$ cat src/rtl/wb_arbiter_pkg.sv
// Shared definitions for the writeback arbiter: ROB tag sizing, source
// encodings and small helpers for the round-robin pointer.
package wb_arbiter_pkg;

  localparam int unsigned ROB_SIZE  = 16;
  localparam int unsigned ROB_WIDTH = $clog2(ROB_SIZE);

  localparam logic [1:0] SRC_ALU = 2'd0;
  localparam logic [1:0] SRC_BR  = 2'd1;
  localparam logic [1:0] SRC_LSB = 2'd2;

  // Priority pointer advances past the winner, wrapping 2 -> 0.
  function automatic logic [1:0] rr_next(input logic [1:0] src);
    return (src >= 2'd2) ? 2'd0 : src + 2'd1;
  endfunction

  function automatic logic [1:0] onehot_to_src(input logic [2:0] oh);
    if (oh[1]) return SRC_BR;
    if (oh[2]) return SRC_LSB;
    return SRC_ALU;
  endfunction

endpackage

$ cat src/rtl/rr_pick3.sv
// Combinational three-way round-robin picker: first set request starting at
// rr and wrapping upward; an rr of 3 behaves as 0.
module rr_pick3 (
  input  logic [2:0] req,
  input  logic [1:0] rr,
  output logic [2:0] gnt
);

  logic [2:0] req_rot;
  logic [2:0] gnt_rot;

  // Rotate so the highest-priority requester lands in bit 0.
  always_comb begin
    case (rr)
      2'd1:    req_rot = {req[0], req[2], req[1]};
      2'd2:    req_rot = {req[1], req[0], req[2]};
      default: req_rot = req;
    endcase
  end

  always_comb begin
    gnt_rot = 3'b000;
    if (req_rot[0])      gnt_rot = 3'b001;
    else if (req_rot[1]) gnt_rot = 3'b010;
    else if (req_rot[2]) gnt_rot = 3'b100;
  end

  always_comb begin
    case (rr)
      2'd1:    gnt = {gnt_rot[1], gnt_rot[0], gnt_rot[2]};
      2'd2:    gnt = {gnt_rot[0], gnt_rot[2], gnt_rot[1]};
      default: gnt = gnt_rot;
    endcase
  end

endmodule

$ cat src/rtl/wb_arbiter.sv
// Writeback arbiter: one holding slot per execution unit, round-robin onto a
// single registered common data bus.
module wb_arbiter
  import wb_arbiter_pkg::*;
(
  input  logic                 clk_in,
  input  logic                 rst_in,
  input  logic                 rdy_in,
  input  logic                 clear,
  input  logic                 alu_valid,
  output logic                 alu_ready,
  input  logic [ROB_WIDTH-1:0] alu_rob_id,
  input  logic [31:0]          alu_value,
  input  logic                 br_valid,
  output logic                 br_ready,
  input  logic [ROB_WIDTH-1:0] br_rob_id,
  input  logic [31:0]          br_value,
  input  logic                 lsb_valid,
  output logic                 lsb_ready,
  input  logic [ROB_WIDTH-1:0] lsb_rob_id,
  input  logic [31:0]          lsb_value,
  output logic                 cdb_valid,
  output logic [1:0]           cdb_src,
  output logic [ROB_WIDTH-1:0] cdb_rob_id,
  output logic [31:0]          cdb_value
);

  logic [2:0]           full_q;
  logic [ROB_WIDTH-1:0] rob_id_q [3];
  logic [31:0]          value_q  [3];
  logic [1:0]           rr_q;

  logic [2:0]           valid;
  logic [2:0]           gnt;
  logic [2:0]           ready;
  logic [2:0]           xfer;
  logic                 active;
  logic [ROB_WIDTH-1:0] in_id    [3];
  logic [31:0]          in_value [3];
  logic [1:0]           win_src;
  logic [ROB_WIDTH-1:0] win_id;
  logic [31:0]          win_value;

  assign valid       = {lsb_valid, br_valid, alu_valid};
  assign in_id[0]    = alu_rob_id;
  assign in_id[1]    = br_rob_id;
  assign in_id[2]    = lsb_rob_id;
  assign in_value[0] = alu_value;
  assign in_value[1] = br_value;
  assign in_value[2] = lsb_value;

  rr_pick3 u_pick (
    .req (full_q),
    .rr  (rr_q),
    .gnt (gnt)
  );

  // A slot may accept while draining, which gives one broadcast per cycle.
  assign active = rdy_in && !clear && !rst_in;
  assign ready  = {3{active}} & (~full_q | gnt);
  assign xfer   = valid & ready;

  assign alu_ready = ready[0];
  assign br_ready  = ready[1];
  assign lsb_ready = ready[2];

  assign win_src = onehot_to_src(gnt);

  always_comb begin
    unique case (gnt)
      3'b010: begin
        win_id    = rob_id_q[1];
        win_value = value_q[1];
      end
      3'b100: begin
        win_id    = rob_id_q[2];
        win_value = value_q[2];
      end
      default: begin
        win_id    = rob_id_q[0];
        win_value = value_q[0];
      end
    endcase
  end

  always_ff @(posedge clk_in or posedge rst_in) begin
    if (rst_in) begin
      full_q     <= '0;
      rr_q       <= '0;
      cdb_valid  <= 1'b0;
      cdb_src    <= '0;
      cdb_rob_id <= '0;
      cdb_value  <= '0;
      for (int i = 0; i < 3; i++) begin
        rob_id_q[i] <= '0;
        value_q[i]  <= '0;
      end
    end else if (rdy_in) begin
      if (clear) begin
        full_q    <= '0;
        rr_q      <= '0;
        cdb_valid <= 1'b0;
      end else begin
        for (int i = 0; i < 3; i++) begin
          if (xfer[i]) begin
            full_q[i]   <= 1'b1;
            rob_id_q[i] <= in_id[i];
            value_q[i]  <= in_value[i];
          end else if (gnt[i]) begin
            full_q[i] <= 1'b0;
          end
        end
        if (|gnt) begin
          cdb_valid  <= 1'b1;
          cdb_src    <= win_src;
          cdb_rob_id <= win_id;
          cdb_value  <= win_value;
          rr_q       <= rr_next(win_src);
        end else begin
          cdb_valid <= 1'b0;
        end
      end
    end
  end

endmodule

$ cat config.mk
export PLATFORM = sky130hd
export DESIGN_NAME = wb_arbiter
export DESIGN_NICKNAME = d
export VERILOG_FILES = /design/src/rtl/wb_arbiter_pkg.sv /design/src/rtl/rr_pick3.sv /design/src/rtl/wb_arbiter.sv
export SDC_FILE = /design/constraint.sdc
export NUM_CORES = 1
export LEC_CHECK = 0
export ABC_AREA = 1
export BUFFER_PORTS_ARGS = -buffer_cell sky130_fd_sc_hd__clkbuf_2
export CORE_MARGIN = 3
export CORE_UTILIZATION = 35
export CTS_BUF_LIST = sky130_fd_sc_hd__clkbuf_4
export DETAILED_ROUTE_END_ITERATION = 10
export PLACE_DENSITY = 0.53
export SKIP_LAST_GASP = 1
export SLEW_MARGIN = 0
export SYNTH_ARGS = -nofsm -noshare
export SYNTH_HDL_FRONTEND = slang
export SYNTH_SLANG_ARGS = --single-unit
$ cat constraint.sdc
create_clock -name clk_in -period 5.2 [get_ports clk_in]
set_input_delay 0.26 -clock clk_in [delete_from_list [all_inputs] [get_ports clk_in]]
set_output_delay 0.26 -clock clk_in [all_outputs]
set_load 0.02 [all_outputs]
======== Yosys cells after proc, flatten, opt, wreduce, memory -nomap -nowiden ========
Cells that the tools add are included.
cells by class
  add/subtract/negate cells ............... 1
  muxes and demuxes ....................... 26
  shift operators ......................... 0
  bitwise logic cells ..................... 5
  $mul .................................... 0
  reductions and logical operators ........ 17
  $lt $le $gt $ge ......................... 1
  divide/modulo/power cells ............... 0
  eq/ne operators ......................... 4
operators with widths
  cell                                            count
  one-hot mux 32 bit (2 select lines)             1
  2-to-1 mux 2 bit                                7
  2-to-1 mux 3 bit                                4
  one-hot mux 3 bit (2 select lines)              2
  AND reduction 3 bit                             4
  2-to-1 mux 1 bit                                11
  nonzero test 3 bit                              3
  one-hot mux 4 bit (2 select lines)              1
  AND reduction 2 bit                             4
  bitwise AND 3 bit                               2
  == test 3 x 2 -> 1 bit (second input constant)  1
  == test 3 bit (second input constant)           1
  NOT 3 bit                                       1
  OR 3 bit                                        1
  OR reduction 3 bit                              1
  adder 2 x 1 -> 2 bit (second input constant)    1
  == test 2 x 1 -> 1 bit (second input constant)  1
  == test 2 bit (second input constant)           1
  >= comparator 2 bit (second input constant)     1
  logical AND 1 bit                               2
  logical NOT 1 bit                               2
  nonzero test 2 bit                              1
  NOT 1 bit                                       1
storage, ports and cells
  RAM bits ................................ 0
  latch bits .............................. 0
  word-level logic and storage cells ...... 68
  memories ................................ 0
  output and inout port bits .............. 42
  bits in read-only memories .............. 0
  register bits ........................... 152
  input bits .............................. 115

======== Longest topological paths before layout ========
Gate-level depths: netlist of run 1.
  depth after elaboration ................. 14
  depth in mapped cells ................... 17
  gate-level depth less buffers ........... 16

======== By module ========
A second synthesis of run 1 with hierarchy kept.
unflattened totals
  cells, all modules ...................... 877
  area, all modules ....................... 6894.1 sq um
by module, submodules not included
  module      instances  area an instance (sq um)  seq. area each (sq um)  cells an instance
  wb_arbiter  1          6701.4                    3803.6                  835
  rr_pick3    1          192.7                     0.0                     42

======== Worst setup path before layout of run 1 ========
No wires, ideal clock.
  kind .................................... reg2reg
  from .................................... register rr_q[0]
  to ...................................... register rob_id_q[8] in the netlist's numbering
  setup slack ............................. 2.907 ns
  arrival ................................. 2.160 ns
  stages on the path, launching flop included .. 16
  required time ........................... 5.067 ns
  path buffers ............................ 1
  library setup time ...................... 0.133 ns
  path through ............................ dfrtp_1 inv_1 ha_1 inv_2 or2_4 nand2_4 nand3_1 nand3_1 nand2_1 nand2_1 nand2_1 inv_1 nand2_1 clkbuf_1 nor2_1 a21oi_1
on the way
  longest elaborated chain between the ends .. 10
  elaborated cells between the ends (all ways) .. 11
  those cells by class .................... 2 x eq/ne; 5 x mux; 3 x bitwise; 1 x reduce/logical
RTL lines
  element                                                         line                            RTL
  start, declared                                                 wb_arbiter.sv:31                logic [1:0] rr_q;
  start signal, assigned                                          wb_arbiter.sv:118               rr_q <= rr_next(win_src);
  == test 2 bit / == test 2 x 1 -> 1 bit (equally long branches)  rr_pick3.sv:14, rr_pick3.sv:29
  one-hot mux 3 bit (2 select lines)                              rr_pick3.sv:14                  case (rr)
  2-to-1 mux 3 bit                                                rr_pick3.sv:25                  else if (req_rot[2]) gnt_rot = 3'b100;
  2-to-1 mux 3 bit                                                rr_pick3.sv:24                  else if (req_rot[1]) gnt_rot = 3'b010;
  2-to-1 mux 3 bit                                                rr_pick3.sv:23                  if (req_rot[0]) gnt_rot = 3'b001;
  one-hot mux 3 bit (2 select lines) (*)                          rr_pick3.sv:29                  case (rr)
  OR 3 bit (*)                                                    wb_arbiter.sv:60                assign ready = {3{active}} & (~full_q | gnt);
  bitwise AND 3 bit (*)                                           wb_arbiter.sv:60
  named net alu_ready                                             wb_arbiter.sv:11                output logic alu_ready,
  bitwise AND 3 bit (*)                                           wb_arbiter.sv:61                assign xfer = valid & ready;
  AND reduction 3 bit (no line) (*)                               n/a
  end signal, assigned by index                                   wb_arbiter.sv:107               rob_id_q[i] <= in_id[i];
  end, declared                                                   wb_arbiter.sv:29                logic [ROB_WIDTH-1:0] rob_id_q [3];
The timed path passes the listed nets; every way through them passes the cells marked *.
A chain may end at the register's enable or synchronous reset.

======== Final worst setup path of run 1 ========
  from .................................... register rr_q[0]
  to ...................................... output port br_ready
on the way
  longest elaborated chain between the ends .. 8
  elaborated cells between the ends (all ways) .. 9
  those cells by class .................... 2 x eq/ne; 5 x mux; 2 x bitwise
RTL lines
  element                                                         line                            RTL
  == test 2 bit / == test 2 x 1 -> 1 bit (equally long branches)  rr_pick3.sv:14, rr_pick3.sv:29
  one-hot mux 3 bit (2 select lines)                              rr_pick3.sv:14
  2-to-1 mux 3 bit                                                rr_pick3.sv:25
  2-to-1 mux 3 bit                                                rr_pick3.sv:24
  2-to-1 mux 3 bit                                                rr_pick3.sv:23
  one-hot mux 3 bit (2 select lines) (*)                          rr_pick3.sv:29
  OR 3 bit (*)                                                    wb_arbiter.sv:60
  bitwise AND 3 bit (*)                                           wb_arbiter.sv:60
  end, declared                                                   wb_arbiter.sv:15                output logic br_ready,
Mark *: on every way between the ends. The rest lies on a longest branch, timed or not.

==> impl_results.md, run 1 <==
- Setup TNS: 0 ps
- Maximum single-stage delay on the critical path: 440 ps
- Final Skew: 21.7 ps
- FMAX: 266 MHz
- Most common library cell in the layout ignoring fill and taps: sky130_fd_sc_hd__nor2_1
- Cts repair resizes: 0
- Diodes inserted: 0
- Largest family of logic cells by synthesized area: simple AND/OR/NAND/NOR gates
- Leading area contributor after synthesis: sky130_fd_sc_hd__dfrtp_1
- Final core utilization: 48.3%
- Number of hold-slack violations in the final timing report: 0
- Total Wirelength: 20700 microns
- Vias in the first global route: 6676
- Ranking of synthesized cells by area: sky130_fd_sc_hd__dfrtp_1 (55%), sky130_fd_sc_hd__nand3_1 (13%), sky130_fd_sc_hd__nor2_1 (10%)
- Initial Util: 36.5%
- Number of sinks driven by the clock tree: 152
- Post-CTS setup repair buffer count: 0
- Fraction of the mapped netlist area in simple logic gates: 34.3%
- First-pass GRT wire length: 34100 microns
- Total routing usage reported by global routing: 19.4%
- Port-buffer cells: 156
- Signal arrival time at the worst endpoint: 3500 ps
- Max-slew headroom at the worst pin: 28.7%
- TritonCTS clock tree: built
- # DRC: 0
- Critical path's slowest cell: sky130_fd_sc_hd__buf_4
- Pin count of the biggest net entering global routing: 99
- CORE AREA: 0.0191 sq mm
- Maximum count of clock buffers along a single path: 2
- Seq/Total Area, Yosys: 54.7%
- Quantity of hold-fixing buffers added after cts: 110
- Final setup viols: 0
- Highest fanout seen on the critical path: 40
- Worst slew pin tran: 1060 ps
- Number of instances in the synthesized netlist: 873
- Summed instance area of the synthesized netlist: 0.00696 sq mm
- Share of the synthesized netlist area taken by xor and xnor gates: 0%
- Post-synthesis cell type count: 26
- Die span in x: 147 microns
- Worst path cell trace: inv_1, ha_1, inv_2, or2_4, nand2_4, nand3_2, o21ai_1, nand2_1, nand2_2, buf_4, o21ai_0, inv_1, buf_4, clkbuf_2
- Clk pin slew, worst setup/hold paths: 130 ps
- Result of the run: completed
- Period Utilization, post-route: 72.2%
- Ratio of cells with drive above 1 in the final layout: 18.4%
- Worst Setup End Kind: primary output
- ANT nets after route: 0
- Crit start category: flip-flop
- Category of the critical setup timing path: reg2out
- Time the final worst path needs with I/O delays and setup: 3760 ps
- 1st-iter DRT viols: 385
- Leakage Power: 4.61 nW
- Critical path data required time: 4940 ps
- Placed cells: 1244
- GR Overflow Total: 0
- Via/cell ratio: 4.76
- Die footprint: 0.0216 sq mm
- Final instance count without filler cells: 1385
- # rows: 50
- Commonest cells after routing, fill and taps aside: sky130_fd_sc_hd__nor2_1 (186), sky130_fd_sc_hd__nand3_1 (185), sky130_fd_sc_hd__nand2_1 (183), sky130_fd_sc_hd__clkbuf_2 (156), sky130_fd_sc_hd__dfrtp_1 (152)
- Unrepaired setup endpoints after global routing: no
- Yosys warnings: 0
- Routed wire length per instance: 15.0 microns
- Yosys reg bits: 152
- Type of the worst min-delay path: in2reg
- Die boundary height: 147 microns
- Max rail drop VDD: 0.000305 V
- Post-Synth Adder-Cell Area: 0.360%
- Area growth from synthesis to final layout: 32.4%
- Post-synthesis compound-gate area fraction: 3.56%
- Count of pins over their slew limit: 0
- Per-instance average area after synthesis: 7.97 sq um
- Clock H-tree levels: 4
- Number of nets at the end of the flow: 1230
- Power per Cell Area: 489 mW/mm^2
- Clock root buffer master: sky130_fd_sc_hd__clkbuf_4
- Overall power of the completed layout: 0.00451 W
- Portion of synthesized cell area occupied by the leading cell type: 54.7%
- Share of cell area taken by muxes after synthesis: 0%
- Final RePlAce weighted congestion: 0.738
- 1st-pass router iterations: 5
- Syn Nets: 990
- Worst hold-check slack: 93.8 ps
- Number of antenna violations at the first check in global routing: 0
- Worst skew pair latency: 560 ps
- Max-cap viol count: 0
- HPWL after DPL: 12600 microns
- Via Count: 6587
- Ports placed on the boundary: 157
- Clock buffers created by TritonCTS: 17
==> kinds of logic after synthesis <==
kind of cell / count (synthesis)
compound gates: 46
buf+inv: 108
fa+ha+maj: 2
simple gates: 565
flops: 152
==> synth_stat cells (all sizes together) <==
cell,n
nor3,1
nand4,1
ha,2
nand3,186
or2,1
o31ai,1
o21ai,7
clkbuf,11
inv,55
dfrtp,152
buf,42
a21oi,38
nand2,189
nor2,187
==> state kept, by name, summed over array words and instances (netlist names) <==
register / cells
cdb_value: 32
full_q: 3
value_q: 96
rr_q: 2
cdb_rob_id: 4
cdb_valid: 1
rob_id_q: 12
cdb_src: 2
==> worst paths after layout <==
path	start	end	slack (ps)	cells past startpoint
worst max-delay path	rr_q[0]	br_ready	1440	14
worst min-delay path	clear	cdb_src[1]	90	4
worst max register to register	rr_q[0]	cdb_value[15]	2000	15
worst min register to register	value_q[30]	value_q[30]	480	2
max in group asynchronous	rst_in	value_q[20]	3530	4
min in group asynchronous	rst_in	full_q[1]	440	3
==> cell type report <==
| type | instances | area (sq um) |
|---|---|---|
| multi-input cells | 613 | 2670 |
| fillers | 1900 | 9870 |
| flip-flops and latches | 152 | 3800 |
| well taps | 260 | 325 |
| inverters | 55 | 214 |
| repair buffers | 274 | 1940 |
| clock inverters | 12 | 110 |
| clock buffers | 19 | 143 |
==> routing by layer <==
layer	routed length (microns)	up-vias	track usage [%]	share of wire (%)
li1	-	3259	-	-
met1	9660	3113	26.2	47
met2	9790	199	32.4	47
met3	1070	16	4.04	5.2
met4	197	0	4.52	0.95
met5	0	-	0	0
==> report_power, final <==
group / internal (W) / switching (W) / leakage, nW
Combinational: 0.000643 / 0.00136 / 2.70
Clock: 0.000283 / 0.000416 / 0.138
Sequential: 0.00160 / 0.000207 / 1.77
==> critical path: cells and delay by family (launching register included) <==
| family | cells | cell delay, ps |
|---|---|---|
| adders and majority gates | 1 | 330 |
| and+or+nand+nor | 5 | 590 |
| AOI/OAI and AO/OA | 2 | 260 |
| DFF | 1 | 390 |
| buffers and inverters | 6 | 1370 |
==> stage by stage <==
step	setup WS (ps)	instance area [sq um]
4_1_cts	1400	9210
6_report	1440	9210
3_3_place_gp	2040	7850
2_1_floorplan	847	6960
5_1_grt	1140	9210
3_5_place_dp	1970	7850
Power figures use the tool's default switching activity.
==> run 2: changes to the inputs <==
clock period = 3.83 ns   (was 5.2 ns; I/O delays follow)
==> run 2 against run 1 <==
  * Total power rose by 39%
  * Highest routed layer unchanged
  * Critical path type unchanged
  * Critical endpoint unchanged
  * Non-clock buffer count rose by 5
  * Largest cell class unchanged
  * Via count fell by 1.0%
  * Critical path depth fell by 1
  * Clock-buffer cell count did not move
==> impl_results.md, run 2 (synthesized netlist as in run 1, its figures left out) <==
- Worst reg2reg endpoint: rr_q[1]
- Final Skew: 20.5 ps (-1.15 ps)
- CORE AREA: 0.0191 sq mm (unchanged)
- 1st-iter DRT viols: 353 (-8.3%)
- Signal arrival time at the worst endpoint: 3250 ps (-250 ps)
- Final setup viols: 0 (unchanged)
- Worst Setup End Kind: primary output
- Worst slew pin tran: 1080 ps (+19.6 ps)
- Setup TNS: 0 ps (unchanged)
- Most common library cell in the layout ignoring fill and taps: sky130_fd_sc_hd__nor2_1
- Final RePlAce weighted congestion: 0.828 (+12%)
- Worst Hold Launch: lsb_valid
- Number of hold-slack violations in the final timing report: 0 (unchanged)
- Via/cell ratio: 4.69 (-1.4%)
- Register with the most flip-flops: value_q
- Maximum count of clock buffers along a single path: 2 (unchanged)
- First-pass GRT wire length: 34300 microns (+0.54%)
- # DRC: 0 (unchanged)
- Total Wirelength: 20800 microns (+0.37%)
- Commonest cells after routing, fill and taps aside: sky130_fd_sc_hd__nor2_1 (186), sky130_fd_sc_hd__nand3_1 (185), sky130_fd_sc_hd__nand2_1 (183), sky130_fd_sc_hd__clkbuf_2 (156), sky130_fd_sc_hd__dfrtp_1 (152)
- Ratio of cells with drive above 1 in the final layout: 18.6% (+0.20 points)
- Vias in the first global route: 6557 (-1.8%)
- Worst hold-check slack: 213 ps (+119 ps)
- Category of the critical setup timing path: reg2out
- Number of antenna violations at the first check in global routing: 1 (+1)
- Result of the run: completed
- Count of pins over their slew limit: 0 (unchanged)
- Routed wire length per instance: 15.0 microns (about the same)
- Power per Cell Area: 671 mW/mm^2 (+37%)
- WHS Path Cells: 4 (unchanged)
- Die span in x: 147 microns (unchanged)
- Port-buffer cells: 156 (unchanged)
- Unrepaired setup endpoints after global routing: no
- Registers with the highest flip-flop counts: value_q: 96 flops, cdb_value: 32 flops, rob_id_q: 12 flops
- Via Count: 6519 (-1.0%)
- Highest fanout seen on the critical path: 37 (-7.5%)
- 1st-pass router iterations: 5 (unchanged)
- Reg2Reg Launch Point: rr_q[0]
- # rows: 50 (unchanged)
- GR Overflow Total: 0 (unchanged)
- R2R depth: 15 (unchanged)
- Clock buffers created by TritonCTS: 17 (unchanged)
- FMAX: 290 MHz
- Clock root buffer master: sky130_fd_sc_hd__clkbuf_4
- Initial Util: 36.5% (unchanged)
- Max-cap viol count: 0 (unchanged)
- Pin count of the biggest net entering global routing: 78 (-21%)
- Die footprint: 0.0216 sq mm (unchanged)
- Worst hold endpoint: value_q[12]
- Crit start category: flip-flop
- Number of sinks driven by the clock tree: 152 (unchanged)
- Number of nets at the end of the flow: 1235 (+0.41%)
- Total routing usage reported by global routing: 19.6% (+0.20 points)
- TritonCTS clock tree: built
- Flip-flop count of the largest register, all copies and words added: 96 (unchanged)
- Leakage Power: 4.66 nW (+0.91%)
- Ports placed on the boundary: 157 (unchanged)
- Type of the worst min-delay path: in2reg
- Critical path data required time: 3640 ps (-1300 ps)
- HPWL after DPL: 13000 microns (+3.1%)
- Max rail drop VDD: 0.000405 V (+33%)
- ANT nets after route: 0 (unchanged)
- Worst skew pair latency: 540 ps (-20 ps)
- Slack of the worst reg-to-reg path: 810 ps (-1190 ps)
- Area growth from synthesis to final layout: 33.9%
- Clock H-tree levels: 4 (unchanged)
- Post-CTS setup repair buffer count: 0 (unchanged)
- Period Utilization, post-route: 89.9%
- Clk pin slew, worst setup/hold paths: 130 ps (about the same)
- Max-slew headroom at the worst pin: 27.4% (-1.3 points)
- Time the final worst path needs with I/O delays and setup: 3440 ps
- Die boundary height: 147 microns (unchanged)
## run 2: cell type report
type / instances / area, sq um
clock inverters: 11 / 156
multi-input cells: 613 / 2670
fillers: 1897 / 9770
repair buffers: 279 / 2000
diodes: 1 / 2.50
clock buffers: 19 / 143
well taps: 260 / 325
inverters: 55 / 213
flip-flops and latches: 152 / 3800
## run 2: power breakdown
part,leakage (nW),internal [W],switching (W)
Sequential,1.77,0.00217,0.000287
Combinational,2.72,0.000881,0.00184
Clock,0.157,0.000517,0.000554
## run 2: timing repair
action / in CTS / in global routing
hold endpoints to repair: 138 / 0
hold buffers: 112 / 0
gates resized for setup: 0 / 0
## run 2: worst max path at each step
stage                       end  startpoint  cells after the start
global route           br_ready     rr_q[0]                     13
floorplan           rob_id_q[8]     rr_q[0]                     15
finish                 br_ready     rr_q[0]                     13
CTS                    br_ready     rr_q[0]                     13
detailed placement      rr_q[1]     rr_q[0]                     15
global placement        rr_q[1]     rr_q[0]                     15
## run 2: per-layer routing
metal | part of all wire [%] | GRT usage [%] | up-vias
met5 | 0 | 0 | -
met4 | 1.0 | 4.01 | 0
met3 | 5.2 | 4.47 | 17
met2 | 46 | 32.1 | 177
met1 | 47 | 27.0 | 3051
li1 | - | - | 3274
## run 2: stage by stage
stage          power (W)  area [sq um]  std cells  util, %  setup slack, ps
2_1_floorplan    0.00443          6960        873        -             1540
3_3_place_gp     0.00512          7890       1247     41.3              869
3_5_place_dp     0.00515          7890       1247     41.3              815
4_1_cts          0.00632          9310       1389     48.8              335
5_1_grt          0.00679          9310       1390     48.8             58.7
6_report         0.00625          9310       1390     48.8              387
## run 2: worst max-delay path, cell delays in order (launching register included)
cell and delay [ps]:
sky130_fd_sc_hd__dfrtp_1 390, sky130_fd_sc_hd__inv_1 50, sky130_fd_sc_hd__ha_1 320, sky130_fd_sc_hd__inv_2 110, sky130_fd_sc_hd__or2_4 260, sky130_fd_sc_hd__nand2_4 100, sky130_fd_sc_hd__nand3_2 100, sky130_fd_sc_hd__o21ai_1 120
sky130_fd_sc_hd__nand2_1 70, sky130_fd_sc_hd__nand2_2 290, sky130_fd_sc_hd__o21ai_0 130, sky130_fd_sc_hd__inv_1 110, sky130_fd_sc_hd__buf_4 400, sky130_fd_sc_hd__clkbuf_2 260
==> run 3: changes to the inputs <==
PLACE_DENSITY = 0.58   (was 0.53)
==> run 3 against run 2 <==
  * Wire length decreased by 1.1%
  * Register-to-register slack got worse by 140 ps
  * First-iteration DRC count is 21% lower
  * Total power rose by 2.0%
  * Sequential cell count is the same
  * Utilization rose by 0.22 points
  * Setup slack improved by 3.4 ps
  * Sequential power about the same
  * Die area unchanged
  * Clock-buffer cell count shrank 1
  * Global-route usage grew 0.13 points
==> impl_results.md, run 3 (synthesized netlist as in run 1, its figures left out) <==
- Power per Cell Area: 681 mW/mm^2 (+1.5%)
- Clock root buffer master: sky130_fd_sc_hd__clkbuf_4
- Reg2Reg Launch Point: rr_q[0]
- 1st-pass router iterations: 5 (unchanged)
- Clk pin slew, worst setup/hold paths: 120 ps (about the same)
- Total routing usage reported by global routing: 19.7% (+0.13 points)
- Worst skew pair latency: 560 ps (+20 ps)
- Clock H-tree levels: 4 (unchanged)
- Post-CTS setup repair buffer count: 0 (unchanged)
- CP top delay family: buffers and inverters
- Period Utilization, post-route: 89.8% (about the same)
- Signal arrival time at the worst endpoint: 3250 ps (about the same)
- Pin count of the biggest net entering global routing: 68 (-13%)
- Number of antenna violations at the first check in global routing: 2 (+1)
- Max-slew headroom at the worst pin: 22.5% (-5.0 points)
- Vias in the first global route: 6647 (+1.4%)
- ANT nets after route: 0 (unchanged)
- Most common library cell in the layout ignoring fill and taps: sky130_fd_sc_hd__nor2_1
- Final RePlAce weighted congestion: 0.841 (+1.6%)
- CORE AREA: 0.0191 sq mm (unchanged)
- Critical path's slowest cell: sky130_fd_sc_hd__dfrtp_1
- Crit start category: flip-flop
- GR Overflow Total: 0 (unchanged)
- Quantity of hold-fixing buffers added after cts: 111 (-0.89%)
- Worst slew pin tran: 1160 ps (+74.0 ps)
- Die boundary height: 147 microns (unchanged)
- Max-cap viol count: 0 (unchanged)
- Initial Util: 36.5% (unchanged)
- Critical path data required time: 3640 ps (about the same)
- Worst hold-check slack: 324 ps (+111 ps)
- 1st-iter DRT viols: 280 (-21%)
- Worst path cell trace: inv_1, ha_1, inv_2, or2_4, nand2_4, nand3_2, o21ai_1, nand2_1, nand2_2, buf_4, o21ai_0, inv_1, buf_4, clkbuf_2
- Maximum single-stage delay on the critical path: 390 ps (about the same)
- Result of the run: completed
- Port-buffer cells: 156 (unchanged)
- Flip-flop count of the largest register, all copies and words added: 96 (unchanged)
- Max rail drop VDD: 0.000262 V (-35%)
- Leakage Power: 4.68 nW (+0.47%)
- Routed wire length per instance: 14.7 microns (-1.4%)
- Total Wirelength: 20600 microns (-1.1%)
- WP buf/inv: 6 (+1)
- Final core utilization: 49.0% (+0.22 points)
- FMAX: 291 MHz (about the same)
- Commonest cells after routing, fill and taps aside: sky130_fd_sc_hd__nor2_1 (186), sky130_fd_sc_hd__nand3_1 (185), sky130_fd_sc_hd__nand2_1 (183), sky130_fd_sc_hd__clkbuf_2 (156), sky130_fd_sc_hd__dfrtp_1 (152)
- # DRC: 0 (unchanged)
- Ports placed on the boundary: 157 (unchanged)
- Maximum count of clock buffers along a single path: 2 (unchanged)
- R2R depth: 15 (unchanged)
- Die span in x: 147 microns (unchanged)
- Cts repair resizes: 0 (unchanged)
- Unrepaired setup endpoints after global routing: no
- First-pass GRT wire length: 34300 microns (about the same)
- TritonCTS clock tree: built
- Category of the critical setup timing path: reg2out
- Count of pins over their slew limit: 0 (unchanged)
- Via Count: 6616 (+1.5%)
- Worst reg2reg endpoint: value_q[51]
- Register with the most flip-flops: value_q
- Area growth from synthesis to final layout: 34.5%
- Via/cell ratio: 4.75 (+1.2%)
- Die footprint: 0.0216 sq mm (unchanged)
- Final instance count without filler cells: 1394 (+0.29%)
- Placed cells: 1248 (+0.080%)
- HPWL after DPL: 13000 microns (+0.31%)
- Worst Setup End Kind: primary output
- Setup WS pre-CTS: 678 ps (-138 ps)
- Final setup viols: 0 (unchanged)
- Smallest setup slack after layout: 391 ps (+3.40 ps)
- Registers with the highest flip-flop counts: value_q: 96 flops, cdb_value: 32 flops, rob_id_q: 12 flops
- Number of nets at the end of the flow: 1235 (unchanged)
- Final Skew: 12.1 ps (-8.40 ps)
- # rows: 50 (unchanged)
- Ratio of cells with drive above 1 in the final layout: 18.8% (+0.23 points)
- Time the final worst path needs with I/O delays and setup: 3440 ps (-3.40 ps)
- Highest fanout seen on the critical path: 17 (-54%)
- Type of the worst min-delay path: in2async
- Slack of the worst reg-to-reg path: 670 ps (-140 ps)
- Number of hold-slack violations in the final timing report: 0 (unchanged)
- Clock buffers created by TritonCTS: 17 (unchanged)
- Number of sinks driven by the clock tree: 152 (unchanged)
- Setup TNS: 0 ps (unchanged)
-- run 3: worst max path at each step --
stage | cells after the start | startpoint | to
finish | 14 | rr_q[0] | br_ready
detailed placement | 15 | rr_q[0] | value_q[51]
global route | 14 | rr_q[0] | br_ready
floorplan | 15 | rr_q[0] | rob_id_q[8]
CTS | 14 | rr_q[0] | br_ready
global placement | 14 | rr_q[0] | cdb_value[6]
-- run 3: routing by layer --
metal  share of wire [%]  GRT usage (%)
met1                  46           26.3
met2                  47           32.1
met3                 6.0           5.15
met4                 1.6           5.45
met5                   0              0
-- run 3: metrics by stage --
step | power (W) | cell area [sq um]
final | 0.00637 | 9350
after global routing | 0.00696 | 9350
after CTS | 0.00645 | 9350
after detailed placement | 0.00518 | 7900
after global placement | 0.00511 | 7900
after floorplan | 0.00443 | 6960
-- run 3: cell type report --
type                       instances  area (sq um)
antenna                            3          7.51
clock buffer                      18           135
clock inverter                    14           204
fill                            1895          9730
inverter                          55           213
multi-input combinational        613          2670
sequential                       152          3800
tap                              260           325
timing repair buffer             279          1990
-- run 3: where the power goes --
part / total [W] / internal, W / switching [W]
registers: 0.00244 / 0.00217 / 0.000277
logic: 0.00275 / 0.000891 / 0.00186
clock network: 0.00117 / 0.000584 / 0.000590
total: 0.00637 / 0.00364 / 0.00273
-- run 3: tightest hold or removal path, stage by stage --
cell and delay (ps):
sky130_fd_sc_hd__dlygate4sd3_1 530, sky130_fd_sc_hd__clkbuf_2 130, sky130_fd_sc_hd__clkinvlp_4 70, sky130_fd_sc_hd__buf_4 420
